## config.mk

```make
export PLATFORM = sky130hd
export DESIGN_NAME = restoring_divider
export DESIGN_NICKNAME = d
export VERILOG_FILES = /design/src/rtl/restoring_divider.sv
export SDC_FILE = /design/constraint.sdc
export NUM_CORES = 1
export LEC_CHECK = 0
export ABC_AREA = 1
export CAP_MARGIN = 20
export CORE_AREA = 2 2 97 99
export CTS_BUF_LIST = sky130_fd_sc_hd__clkbuf_4 sky130_fd_sc_hd__clkbuf_8
export CTS_CLUSTER_SIZE = 30
export DETAILED_ROUTE_END_ITERATION = 10
export DIE_AREA = 0 0 99 101
export PLACE_DENSITY = 0.63
export SLEW_MARGIN = 25
export SYNTH_ARGS = -nofsm -noshare
export SYNTH_HDL_FRONTEND = slang
export SYNTH_SLANG_ARGS = --single-unit
```

## constraint.sdc

```tcl
create_clock -name clk -period 2.2 [get_ports clk]
set_clock_uncertainty 0.1 [all_clocks]
set_input_delay 0.55 -clock clk [delete_from_list [all_inputs] [get_ports clk]]
set_output_delay 0.55 -clock clk [all_outputs]
set_load 0.02 [all_outputs]
```

## src/rtl/restoring_divider.sv

```systemverilog
// rtl/restoring_divider.sv - sequential 16/8 restoring divider, one quotient bit per clock
//
// Purpose: divides a 16-bit dividend by an 8-bit divisor, producing an 8-bit
// quotient and 8-bit remainder, with divide-by-zero and quotient-overflow flags.
// Optional feature macro: DIV_SIGNED_EN (two's-complement operands and signed
// fix-up; when undefined the operands are unsigned).
//
// Ports:
//   clk    in   1   clock, rising edge
//   rst    in   1   synchronous active-high reset
//   start  in   1   request, sampled only in IDLE
//   N      in  16   dividend
//   M      in   8   divisor
//   Q      out  8   quotient (held until next accepted start)
//   R      out  8   remainder (held until next accepted start)
//   busy   out  1   high in CHK, DIV, FIX
//   done   out  1   one-cycle pulse in DONE
//   dz     out  1   divide-by-zero flag
//   ovf    out  1   quotient-overflow flag
//   u      out  4   iteration counter, 0..8
module restoring_divider (
  input  logic        clk,
  input  logic        rst,
  input  logic        start,
  input  logic [15:0] N,
  input  logic [7:0]  M,
  output logic [7:0]  Q,
  output logic [7:0]  R,
  output logic        busy,
  output logic        done,
  output logic        dz,
  output logic        ovf,
  output logic [3:0]  u
);

  typedef enum logic [2:0] {IDLE, CHK, DIV, FIX, DONE} state_t;

  state_t state, state_nxt;

  logic [16:0] n_mag;
  logic [8:0]  m_mag;
  logic [8:0]  a;
  logic [7:0]  qr;

  logic [16:0] n_abs;
  logic [8:0]  m_abs;

  // Operand magnitudes and FIX-stage results depend on the signedness build.
  logic        fix_ovf;
  logic [7:0]  q_fix;
  logic [7:0]  r_fix;

`ifdef DIV_SIGNED_EN
  logic sn, sm;
  logic neg_q;

  // Negating the sign-extended operand gives the magnitude; 17 bits keeps
  // |-32768| representable, 9 bits keeps |-128| representable.
  assign n_abs = N[15] ? (17'd0 - {1'b1, N}) : {1'b0, N};
  assign m_abs = M[7]  ? (9'd0  - {1'b1, M}) : {1'b0, M};

  assign neg_q = sn ^ sm;
  // A magnitude of 128 only fits as a negative quotient (-128).
  assign fix_ovf = qr[7] && !((qr == 8'h80) && neg_q);
  assign q_fix   = neg_q ? (8'd0 - qr) : qr;
  assign r_fix   = sn ? (8'd0 - a[7:0]) : a[7:0];
`else
  assign n_abs   = {1'b0, N};
  assign m_abs   = {1'b0, M};
  assign fix_ovf = 1'b0;
  assign q_fix   = qr;
  assign r_fix   = a[7:0];
`endif

  // CHK decisions. Bit 16 of the magnitude can only be set alongside an
  // overflowing upper byte, so comparing [16:8] is equivalent to [15:8].
  logic chk_dz, chk_ovf;
  assign chk_dz  = (m_mag == 9'd0);
  assign chk_ovf = (n_mag[16:8] >= m_mag);

  // One restoring step: shift {A,Qr} left, trial-subtract |M|.
  logic [9:0] sh;
  logic [8:0] diff;
  logic       ge;
  assign sh   = {a, qr[7]};
  assign ge   = (sh >= {1'b0, m_mag});
  assign diff = sh[8:0] - m_mag;

  always_ff @(posedge clk) begin
    if (rst) begin
      state <= IDLE;
    end else begin
      state <= state_nxt;
    end
  end

  always_comb begin
    state_nxt = state;
    busy      = 1'b0;
    done      = 1'b0;
    case (state)
      IDLE: begin
        if (start) state_nxt = CHK;
      end
      CHK: begin
        busy = 1'b1;
        if (chk_dz || chk_ovf) state_nxt = DONE;
        else                   state_nxt = DIV;
      end
      DIV: begin
        busy = 1'b1;
        if (u == 4'd7) state_nxt = FIX;
      end
      FIX: begin
        busy      = 1'b1;
        state_nxt = DONE;
      end
      DONE: begin
        done      = 1'b1;
        state_nxt = IDLE;
      end
      default: state_nxt = IDLE;
    endcase
  end

  always_ff @(posedge clk) begin
    if (rst) begin
      n_mag <= '0;
      m_mag <= '0;
      a     <= '0;
      qr    <= '0;
      u     <= '0;
      Q     <= '0;
      R     <= '0;
      dz    <= 1'b0;
      ovf   <= 1'b0;
`ifdef DIV_SIGNED_EN
      sn    <= 1'b0;
      sm    <= 1'b0;
`endif
    end else begin
      case (state)
        IDLE: begin
          if (start) begin
            n_mag <= n_abs;
            m_mag <= m_abs;
`ifdef DIV_SIGNED_EN
            sn    <= N[15];
            sm    <= M[7];
`endif
            dz    <= 1'b0;
            ovf   <= 1'b0;
            u     <= 4'd0;
          end
        end
        CHK: begin
          if (chk_dz) begin
            dz <= 1'b1;
            Q  <= '0;
            R  <= '0;
          end else if (chk_ovf) begin
            ovf <= 1'b1;
            Q   <= '0;
            R   <= '0;
          end else begin
            a  <= {1'b0, n_mag[15:8]};
            qr <= n_mag[7:0];
          end
        end
        DIV: begin
          a  <= ge ? diff : sh[8:0];
          qr <= {qr[6:0], ge};
          u  <= u + 4'd1;
        end
        FIX: begin
          if (fix_ovf) begin
            ovf <= 1'b1;
            Q   <= '0;
            R   <= '0;
          end else begin
            Q <= q_fix;
            R <= r_fix;
          end
        end
        DONE: begin
          u <= 4'd0;
        end
        default: ;
      endcase
    end
  end

endmodule

```

* Word level (Yosys, flattened, before mapping)
Cells that the tools add are included.
Word-level totals: register bits 66, input port bits 27, output and inout bits 24
Operators by class: add/sub/neg operators 2, magnitude comparators 2, equality and inequality tests 12, mux-type cells 25, reduce and logical (&&, ||, !) cells 15
Operators by type and width (count):
- 8-bit case mux with 2 select lines | 3
- 8-bit 2-to-1 mux | 4
- 9-bit 2-to-1 mux | 3
- 9-bit case mux with 2 select lines | 1
- 2-bit inequality test, second input constant | 6
- 3-bit case mux with 4 select lines | 1
- 4-bit case mux with 3 select lines | 1
- 10-bit by 8-bit greater-or-equal comparator with 1-bit output | 1
- 9-bit logical NOT | 1
- 3-bit 2-to-1 mux | 3
- 9-bit by 8-bit subtractor with 9-bit output | 1
- 8-bit greater-or-equal comparator | 1
- 2-bit AND reduction | 4
- 3-bit by 2-bit == test with 1-bit output, second input constant | 2
- 1-bit 2-to-1 mux | 6
- 3-bit AND reduction | 2
- 2-bit nonzero test | 3
- 4-bit by 1-bit adder with 4-bit output, second input constant | 1
- 4-bit by 3-bit == test with 1-bit output, second input constant | 1
- 4-bit 2-to-1 mux | 1
- 1-bit case mux with 2 select lines | 2
- 4-bit AND reduction | 1
- 3-bit by 1-bit == test with 1-bit output, second input constant | 1
- 3-bit == test, second input constant | 1
- other kinds (5) | 5

* Logic depth before layout (Yosys ltp)
Gate-level depths: netlist of run 1.
depth in word-level cells 4, mapped depth 15

* Least setup slack after synthesis of run 1
OpenSTA, ideal clock, no wires.
path type flip-flop to flip-flop, start register qr[7], in the netlist q_fix[7], end register a[0], setup time 0.111 ns, arrival time 1.786 ns, required time 1.989 ns, slack 0.203 ns, cell stages (with the launch flop) 15, path buffers 0, period minus slack after synthesis 1.997 ns, cells stage by stage dfxtp_1 inv_1 ha_1 inv_1 fa_1 nand2_1 nand2_1 nand3_1 inv_1 nor2_2 nand2_1 nand3_1 nand2_1 nor2_1 nor2_1
On the way: longest elaborated chain between the ends 3, elaborated cells between the ends (all ways) 4, classes of those cells 1 x add/sub; 1 x order compare; 2 x mux
RTL lines:
- start: declaration | RTL line 43 | logic [7:0] qr;
- start signal: assignment | RTL line 167 | qr <= n_mag[7:0];
- start signal: assignment | RTL line 172 | qr <= {qr[6:0], ge};
- 9-bit by 8-bit subtractor with 9-bit output / 10-bit by 8-bit greater-or-equal comparator with 1-bit output (equally long branches) | RTL line 87, 86
- 9-bit 2-to-1 mux (*) | RTL line 171 | a <= ge ? diff : sh[8:0];
- 9-bit case mux with 2 select lines (*) | RTL line 142 | case (state)
- end signal: assignment | RTL line 166 | a <= {1'b0, n_mag[15:8]};
- end signal: assignment | RTL line 171
- end: declaration | RTL line 42 | logic [8:0] a;
Mark *: on every way between the ends. The rest lies on a longest branch, timed or not. A chain may end at the register's enable or synchronous reset.

* Final worst setup path of run 1
start register qr[7], in the netlist q_fix[7], end register a[1]
The elaborated chain is that of the path after synthesis.

==> summary.log, run 1 <==
qor: hold_path.hold_path.class reg2reg
qor: setup_path.path_cells inv_2, ha_1, inv_1, fa_2, nand2_1, nand2_1, nand3_2, inv_1, nor2_2, buf_2, nand2_1, nand3_1, nand2_1, nor2_1, nor2_1
qor: grt.via_count_of_the_first_global_routing_pass 3094
qor: routing.postRouteWirelength 8.57 mm
qor: setup_path.worst_setup_slack_for_register_to_register_paths 0.15 ns
qor: setup_path.crit_path_end_kind flip-flop
qor: routing.drt_first_iter_violations 257
qor: sta.finalSetupViolations 0
qor: setup_path.worst_path_max_delay_cell fa_2
qor: final_layout.layout-area-overhead-vs-synth 25.4%
qor: sta.timing.final.crit_period 2.05 ns
qor: clock_tree.numCtsBuffers 9
qor: routing.drt_pass1_iterations 5
qor: final_layout.num_antenna_cells 0
qor: clock_tree.htree_levels 3
qor: die.die_h 101 um
qor: die.core.rowCount 35
qor: grt.grt_antenna_before_repair 0
qor: setup_path.cp_top_family simple AND/OR/NAND/NOR gates
qor: clock_tree.clock_sink_count 66
qor: sta.setup_repair_after_global_routing_missed_its_margin true
qor: routing.routed_wire_length_per_instance 12.6 um
qor: grt.grt_util_all_layers 0.178
qor: yosys.synth_enable_flop_cells 0
qor: clock_tree.post_cts_hold_buffer_count 0
qor: setup_path.cp_slowest_stage_delay 0.35 ns
qor: setup_path.worst_setup_path_endpoint a[1]$_SDFFE_PP0P_
qor: setup_path.crit_path_frequent_cell nand2_1
qor: routing.drc_errors 0
qor: yosys.ys.warnings.count 0
qor: sta.slew_headroom 0.655
qor: sta.final.period_utilization 0.932
qor: run.maxCapViolations 0
qor: power.total_power 5.93 mW
qor: placement.port_buffers 50
qor: setup_path.critical_path_depth 15
qor: yosys.synthesis.area_per_instance 6.94 sq um
qor: power.power_density 1340 mW/mm^2
qor: grt.global_route_wire_length_before_repair 14.3 mm
qor: yosys.mappedNetlistArea 0.00352 sq mm
qor: clock_tree.cts_buffer_depth 2
qor: sta.final-max-slew-violation-count 0
qor: setup_path.worstSetupStartpoint q_fix[7]$_SDFFE_PP0P_
qor: routing.detail-route-antenna-nets 0
qor: grt.maximum_number_of_pins_on_one_net_before_global_route_repair 45
qor: sta.timing.setup.tns 0 ns
qor: sta.max_freq 488 MHz
qor: sta.finalHoldViolCount 0
qor: die.initial_core_util 0.392
qor: routing.vias_per_cell 4.91
qor: yosys.syn_nets 552
qor: clock_tree.clock_insertion_delay_worst_skew 0.35 ns
qor: setup_path.critical_path.reg2reg.endpoint a[1]$_SDFFE_PP0P_
qor: final_layout.final_net_count 608
qor: setup_path.critical_path_arrival 2.20 ns
qor: clock_tree.cts_setup_buffers 0
qor: clock_tree.cts_tree done
qor: die.die_x 99 um
qor: final_layout.drive_gt1_frac 0.0899
qor: setup_path.rr_worst_depth 15
qor: status.outcome complete, no violations
qor: yosys.asyncSetResetFlopFracSynth 0
qor: die.top_level_ports 51
qor: placement.globalplace.congestion 0.837
qor: routing.routed-via-count 3331
qor: sta.tightest_slew 0.517 ns
qor: die.coreArea 0.00898 sq mm
qor: yosys.synth.lib_cells_used.distinct 33
qor: yosys.synth_seq_area_share 0.376
qor: setup_path.maximum_fanout_count_along_the_critical_path 4
qor: setup_path.critical_path_buf_inv_count 4
qor: clock_tree.cts_root_buffer clkbuf_8
qor: yosys.synthCells 507
qor: power.cellLeakagePower 1.98 nW
qor: placement.dp_hpwl 6.21 mm
qor: setup_path.reg2reg_start q_fix[7]$_SDFFE_PP0P_
qor: clock_tree.clk_pin_slew_worst_paths 0.07 ns
qor: die.design.die.area 0.0100 sq mm
qor: power.worst_ir_drop_vdd 0.931 mV
qor: yosys.yosys_register_bits 66
qor: grt.gr_ovfl_total 0
qor: setup_path.setup.worst_path.class reg2reg
qor: yosys.synthFlopType dfxtp_1
qor: setup_path.worstPathRequired 2.35 ns
qor: setup_path.start_kind flip-flop
-- power by group --
group	leakage, nW	internal (mW)	switching [mW]
logic	1.33	1.19	1.96
clock network	0.107	0.662	0.486
registers	0.540	1.45	0.181
-- through the flow --
| stage | hold WS [ns] | util | std cells | cell area, sq um | setup slack [ns] |
|---|---|---|---|---|---|
| global placement | 0.337 | 0.464 | 662 | 4160 | 0.112 |
| detailed placement | 0.337 | 0.464 | 662 | 4160 | 0.0385 |
| floorplan | 0.323 | - | 507 | 3520 | 0.203 |
| finish | 0.348 | 0.491 | 678 | 4410 | 0.150 |
| CTS | 0.347 | 0.488 | 677 | 4380 | 0.00802 |
| global route | 0.382 | 0.491 | 678 | 4410 | 0.000334 |
-- cells in the final DEF (no fill, tap or decap), types with 2 or more instances in the layout --
cell             instances
ha_1                    16
clkbuf_4                 2
dfxtp_1                 65
nor2_2                   2
nand2_1                124
clkbuf_8                 9
clkdlybuf4s50_1         48
nor3_4                   2
nor2_1                  49
buf_4                   12
a31oi_1                  2
buf_12                   2
a21oi_1                 49
nand3b_1                 9
inv_2                    5
xor2_1                   3
bufinv_16                2
nand3_1                 41
inv_1                   62
o21ai_1                  2
nor3b_1                  2
nand3_2                  2
o21ai_0                 34
nor3_1                   4
-- cells by family (layout without fill, tap and decap cells) --
family | after synthesis | count (layout) | share of synthesized area
AO/OA/AOI/OAI | 90 | 90 | 0.132
adder cells (fa/ha/maj) | 18 | 18 | 0.0662
AND/OR/NAND/NOR | 240 | 240 | 0.306
XOR/XNOR | 4 | 4 | 0.00996
flip-flops | 66 | 66 | 0.376
buffers and inverters | 89 | 149 | 0.111
-- flip-flops by register name, indices dropped and copies added, names as in the netlist, 3 cells and up --
name and count:
a 9, Q 8, m_mag 8, state 3, u 4, q_fix 8, R 8, n_mag 16
-- layout make-up --
class / instances / area, sq um
inverter: 68 / 258
tap: 111 / 139
timing repair buffer: 66 / 648
clock buffer: 11 / 139
clock inverter: 4 / 76.3
sequential: 66 / 1320
multi-input combinational: 352 / 1830
fill: 881 / 4570
-- worst min path at each step --
| stage | from | endpoint | slack [ns] | cells after the start |
|---|---|---|---|---|
| after floorplan | n_mag[0]$_SDFFE_PP0P_ | n_mag[0]$_SDFFE_PP0P_ | 0.32 | 2 |
| after global placement | n_mag[0]$_SDFFE_PP0P_ | n_mag[0]$_SDFFE_PP0P_ | 0.34 | 2 |
| after detailed placement | n_mag[0]$_SDFFE_PP0P_ | n_mag[0]$_SDFFE_PP0P_ | 0.34 | 2 |
| after CTS | n_mag[0]$_SDFFE_PP0P_ | n_mag[0]$_SDFFE_PP0P_ | 0.35 | 2 |
| after global routing | n_mag[1]$_SDFFE_PP0P_ | n_mag[1]$_SDFFE_PP0P_ | 0.38 | 2 |
| final | n_mag[0]$_SDFFE_PP0P_ | n_mag[0]$_SDFFE_PP0P_ | 0.35 | 2 |
-- synthesized netlist by cell type, types with 2 or more instances --
library cell	count	area, sq um
xor2_1	3	26.3
o21ai_0	35	175
nand3b_1	9	67.6
buf_6	5	56.3
nand2_1	124	465
nor3b_1	2	15.0
buf_4	2	15.0
buf_2	6	30.0
a21oi_1	49	245
nor2_1	50	188
clkbuf_1	8	30.0
inv_1	63	236
ha_1	17	213
dfxtp_1	66	1320
inv_2	4	15.0
nor3_1	4	20.0
nand3_1	42	210
a31oi_1	2	12.5
nor3_4	2	32.5
-- worst reg2reg max path: stages (launching register included) --
cell     delay, ns
dfxtp_1       0.33
inv_2         0.07
ha_1          0.13
inv_1         0.06
fa_2          0.35
nand2_1       0.07
nand2_1       0.09
nand3_2       0.11
inv_1         0.05
nor2_2        0.12
buf_2         0.17
nand2_1       0.06
nand3_1       0.08
nand2_1       0.05
nor2_1        0.08
nor2_1        0.04
-- metal layers --
metal / GRT usage / wire, um / vias up
li1: - / - / 1735
met1: 0.253 / 4350 / 1493
met2: 0.274 / 3640 / 93
met3: 0.0319 / 467 / 10
met4: 0.0601 / 108 / 0
met5: 0 / 0 / -
-- repair_timing --
action | in CTS | in global routing
setup endpoints to repair | 2 | 10
pin swaps | 0 | 1
resized for setup | 3 | 7
gates cloned | 0 | 1
Power figures use the tool's default switching activity.
==> run 2, diff against run 1 <==
--- a/config.mk
+++ b/config.mk
@@ -9,6 +9,7 @@
 export CAP_MARGIN = 20
 export CORE_AREA = 2 2 97 99
 export CTS_BUF_LIST = sky130_fd_sc_hd__clkbuf_4 sky130_fd_sc_hd__clkbuf_8
+export CTS_CLUSTER_DIAMETER = 100
 export CTS_CLUSTER_SIZE = 30
 export DETAILED_ROUTE_END_ITERATION = 10
 export DIE_AREA = 0 0 99 101
==> results of run 2 <==
Same layout as run 1: the final DEF is identical, and so are final timing and power.
==> run 3, diff against run 2 <==
--- a/config.mk
+++ b/config.mk
@@ -14,6 +14,7 @@
 export DETAILED_ROUTE_END_ITERATION = 10
 export DIE_AREA = 0 0 99 101
 export PLACE_DENSITY = 0.63
+export SETUP_SLACK_MARGIN = 0.02
 export SLEW_MARGIN = 25
 export SYNTH_ARGS = -nofsm -noshare
 export SYNTH_HDL_FRONTEND = slang
==> run 3 against run 2 <==
Effect of this change:
- sequential power is essentially flat
- critical path depth shrank 2
- power increased by 0.54%
- sequential share of layout area fell by 0.15 points
- combinational power about the same
- die area is the same
==> summary.log, run 3 (synthesis results as in run 1) <==
qor: clock_tree.clock_sink_count 66 [unchanged]
qor: sta.final.period_utilization 0.928 [was 0.932]
qor: grt.grt_util_all_layers 0.178 [unchanged]
qor: final_layout.combined_area_of_the_multi_input_logic_cells 0.00185 sq mm [was 0.00183 sq mm]
qor: setup_path.critical_path.reg2reg.endpoint a[1]$_SDFFE_PP0P_ [unchanged]
qor: die.top_level_ports 51 [unchanged]
qor: routing.vias_per_cell 4.85 [was 4.91]
qor: setup_path.rr_worst_depth 13 [was 15]
qor: die.core.rowCount 35 [unchanged]
qor: die.coreArea 0.00898 sq mm [unchanged]
qor: sta.timing.final.crit_period 2.04 ns [was 2.05 ns]
qor: setup_path.crit_path_frequent_cell nand2_1 [unchanged]
qor: routing.detail-route-antenna-nets 0 [unchanged]
qor: placement.port_buffers 50 [unchanged]
qor: clock_tree.htree_levels 3 [unchanged]
qor: final_layout.largest_register_ff_count 16 [unchanged]
qor: sta.finalSetupViolations 0 [unchanged]
qor: grt.global_route_wire_length_before_repair 14.3 mm [unchanged]
qor: grt.gr_ovfl_total 0 [unchanged]
qor: final_layout.top_register n_mag [unchanged]
qor: hold_path.min_path_cells 2 [unchanged]
qor: routing.postRouteWirelength 8.61 mm [was 8.57 mm]
qor: setup_path.path_cells inv_1, ha_1, nand2_1, nand2_1, nor2_1, nand3_1, nor2_2, buf_2, nand2_1, nand3_1, nand2_1, nor2_1, nor2_1 [was inv_2, ha_1, inv_1, fa_2, nand2_1, nand2_1, nand3_2, inv_1, nor2_2, buf_2, nand2_1, nand3_1, nand2_1, nor2_1, nor2_1]
qor: setup_path.setup.worst_path.class reg2reg [unchanged]
qor: setup_path.worst_setup_slack_for_register_to_register_paths 0.16 ns [was 0.15 ns]
qor: placement.globalplace.congestion 0.837 [unchanged]
qor: die.design.die.area 0.0100 sq mm [unchanged]
qor: run.maxCapViolations 0 [unchanged]
qor: routing.drt_first_iter_violations 228 [was 257]
qor: power.cellLeakagePower 1.98 nW [about the same]
qor: setup_path.reg2reg_start m_mag[7]$_SDFFE_PP0P_ [was q_fix[7]$_SDFFE_PP0P_]
qor: final_layout.post-route-cell-area 0.00444 sq mm [was 0.00441 sq mm]
qor: power.power_density 1340 mW/mm^2 [about the same]
qor: sta.max_freq 490 MHz [was 488 MHz]
qor: setup_path.start_kind flip-flop [unchanged]
qor: hold_path.hold_path_end n_mag[0]$_SDFFE_PP0P_ [unchanged]
qor: power.proportion_of_power_drawn_by_flip_flops_and_latches 0.275 [about the same]
qor: clock_tree.clock_insertion_delay_worst_skew 0.34 ns [was 0.35 ns]
qor: setup_path.critical_path_arrival 2.19 ns [was 2.20 ns]
qor: routing.drc_errors 0 [unchanged]
qor: final_layout.final_net_count 610 [was 608]
qor: sta.fin_ws 0.157 ns [was 0.150 ns]
qor: final_layout.num_antenna_cells 0 [unchanged]
qor: setup_path.cp_slowest_stage_delay 0.34 ns [was 0.35 ns]
qor: power.cellInternalPower 3.33 mW [was 3.30 mW]
qor: setup_path.maximum_fanout_count_along_the_critical_path 4 [unchanged]
qor: die.die_x 99 um [unchanged]
qor: final_layout.final-seq-area 0.00133 sq mm [was 0.00132 sq mm]
qor: placement.dp_hpwl 6.21 mm [unchanged]
qor: clock_tree.post_cts_hold_buffer_count 0 [unchanged]
qor: die.die_h 101 um [unchanged]
qor: die.initial_core_util 0.392 [unchanged]
qor: routing.routed-via-count 3301 [was 3331]
qor: routing.drt_pass1_iterations 4 [was 5]
qor: power.worst_ir_drop_vdd 0.928 mV [was 0.931 mV]
qor: final_layout.layout_common_cells 122 x nand2_1, 63 x dfxtp_1, 61 x inv_1 [was 124 x nand2_1, 65 x dfxtp_1, 62 x inv_1]
qor: clock_tree.cts_tree done [unchanged]
qor: sta.setup_repair_after_global_routing_missed_its_margin false [was true]
qor: sta.finalHoldViolCount 0 [unchanged]
qor: grt.via_count_of_the_first_global_routing_pass 3094 [unchanged]
qor: sta.final-max-slew-violation-count 0 [unchanged]
qor: hold_path.holdCritStartpoint n_mag[0]$_SDFFE_PP0P_ [unchanged]
qor: sta.slew_headroom 0.669 [was 0.655]
qor: grt.grt_antenna_before_repair 0 [unchanged]
qor: final_layout.top_regs n_mag x16, a x9 [unchanged]
qor: routing.routed_wire_length_per_instance 12.7 um [was 12.6 um]
qor: clock_tree.clk_pin_slew_worst_paths 0.07 ns [about the same]
qor: placement.postPlaceCellArea 0.00416 sq mm [unchanged]
qor: setup_path.worst_path_max_delay_cell ha_1 [was fa_2]
qor: clock_tree.numCtsBuffers 9 [unchanged]
qor: status.outcome complete, no violations [unchanged]
qor: placement.dpl_worst_slack 0.0385 ns [unchanged]
qor: power.comb_power_share 0.533 [was 0.531]
qor: final_layout.fillerInstances 879 [was 881]
qor: clock_tree.cts_buffer_depth 2 [unchanged]
qor: setup_path.worstPathRequired 2.34 ns [was 2.35 ns]
qor: final_layout.layout_commonest_cell nand2_1 [unchanged]
qor: power.power.share.clock 0.192 [was 0.194]
qor: hold_path.hold_path.class reg2reg [unchanged]
qor: grt.maximum_number_of_pins_on_one_net_before_global_route_repair 45 [unchanged]
qor: final_layout.layout-area-overhead-vs-synth 26.3% [was 25.4%]
qor: power.total_switching_power 2.63 mW [about the same]
qor: power.power.switching_fraction 0.442 [was 0.443]
qor: setup_path.crit_path_end_kind flip-flop [unchanged]
qor: sta.timing.setup.tns 0 ns [unchanged]
qor: sta.tightest_slew 0.496 ns [was 0.517 ns]
qor: clock_tree.cts_root_buffer clkbuf_8 [unchanged]
qor: final_layout.drive_gt1_frac 0.104 [was 0.0899]
[run 3: power groups by stage]
| stage | clock [mW] | combinational, mW | sequential (mW) |
|---|---|---|---|
| global route | 1.22 | 3.62 | 1.67 |
| detailed placement | 0 | 3.04 | 1.65 |
| CTS | 1.16 | 3.05 | 1.63 |
| global placement | 0 | 2.99 | 1.64 |
| floorplan | 0 | 2.29 | 1.63 |
| finish | 1.14 | 3.18 | 1.64 |
[run 3: per-layer routing]
metal  track usage  routed length, um  vias to the layer above
met2         0.274               3730                       94
met5             0                  0                        -
met4        0.0601                 38                        0
li1              -                  -                     1742
met3        0.0319                515                        2
met1         0.253               4330                     1463
[run 3: worst max-delay path: cells and delay by family, from the launching register on]
family	cells	cell delay [ns]
AND/OR/NAND/NOR	10	0.89
flip-flops	1	0.33
buffers and inverters	2	0.27
adder cells (fa/ha/maj)	1	0.34
[run 3: per-stage QoR]
stage / hold slack, ns / power (mW) / util / cells
floorplan: 0.323 / 3.92 / - / 507
CTS: 0.347 / 5.84 / 0.488 / 677
global placement: 0.337 / 4.63 / 0.464 / 662
finish: 0.349 / 5.96 / 0.495 / 680
global route: 0.382 / 6.51 / 0.495 / 680
detailed placement: 0.337 / 4.69 / 0.464 / 662
[run 3: area by class of cell]
cell class	count	share of cell area
flip-flops and latches	66	0.298
repair buffers	68	0.148
clock buffers	11	0.0313
inverters	68	0.0580
multi-input cells	352	0.416
clock inverters	4	0.0172
well taps	111	0.0313
[run 3: worst max-delay path by stage]
stage	startpoint	end	slack, ns	cells past startpoint
4_1_cts	q_fix[7]$_SDFFE_PP0P_	a[3]$_SDFFE_PP0P_	0.03	15
6_report	m_mag[7]$_SDFFE_PP0P_	a[1]$_SDFFE_PP0P_	0.16	13
3_3_place_gp	q_fix[7]$_SDFFE_PP0P_	a[0]$_SDFFE_PP0P_	0.11	15
5_1_grt	m_mag[7]$_SDFFE_PP0P_	a[4]$_SDFFE_PP0P_	0.02	13
3_5_place_dp	q_fix[7]$_SDFFE_PP0P_	a[2]$_SDFFE_PP0P_	0.04	15
2_1_floorplan	q_fix[7]$_SDFFE_PP0P_	a[0]$_SDFFE_PP0P_	0.20	14
[run 3: what timing repair did]
action,in CTS,in global routing
setup buffers,0,2
gates cloned,0,1
resized for setup,4,13
pin swaps,0,4
setup endpoints to repair,2,9
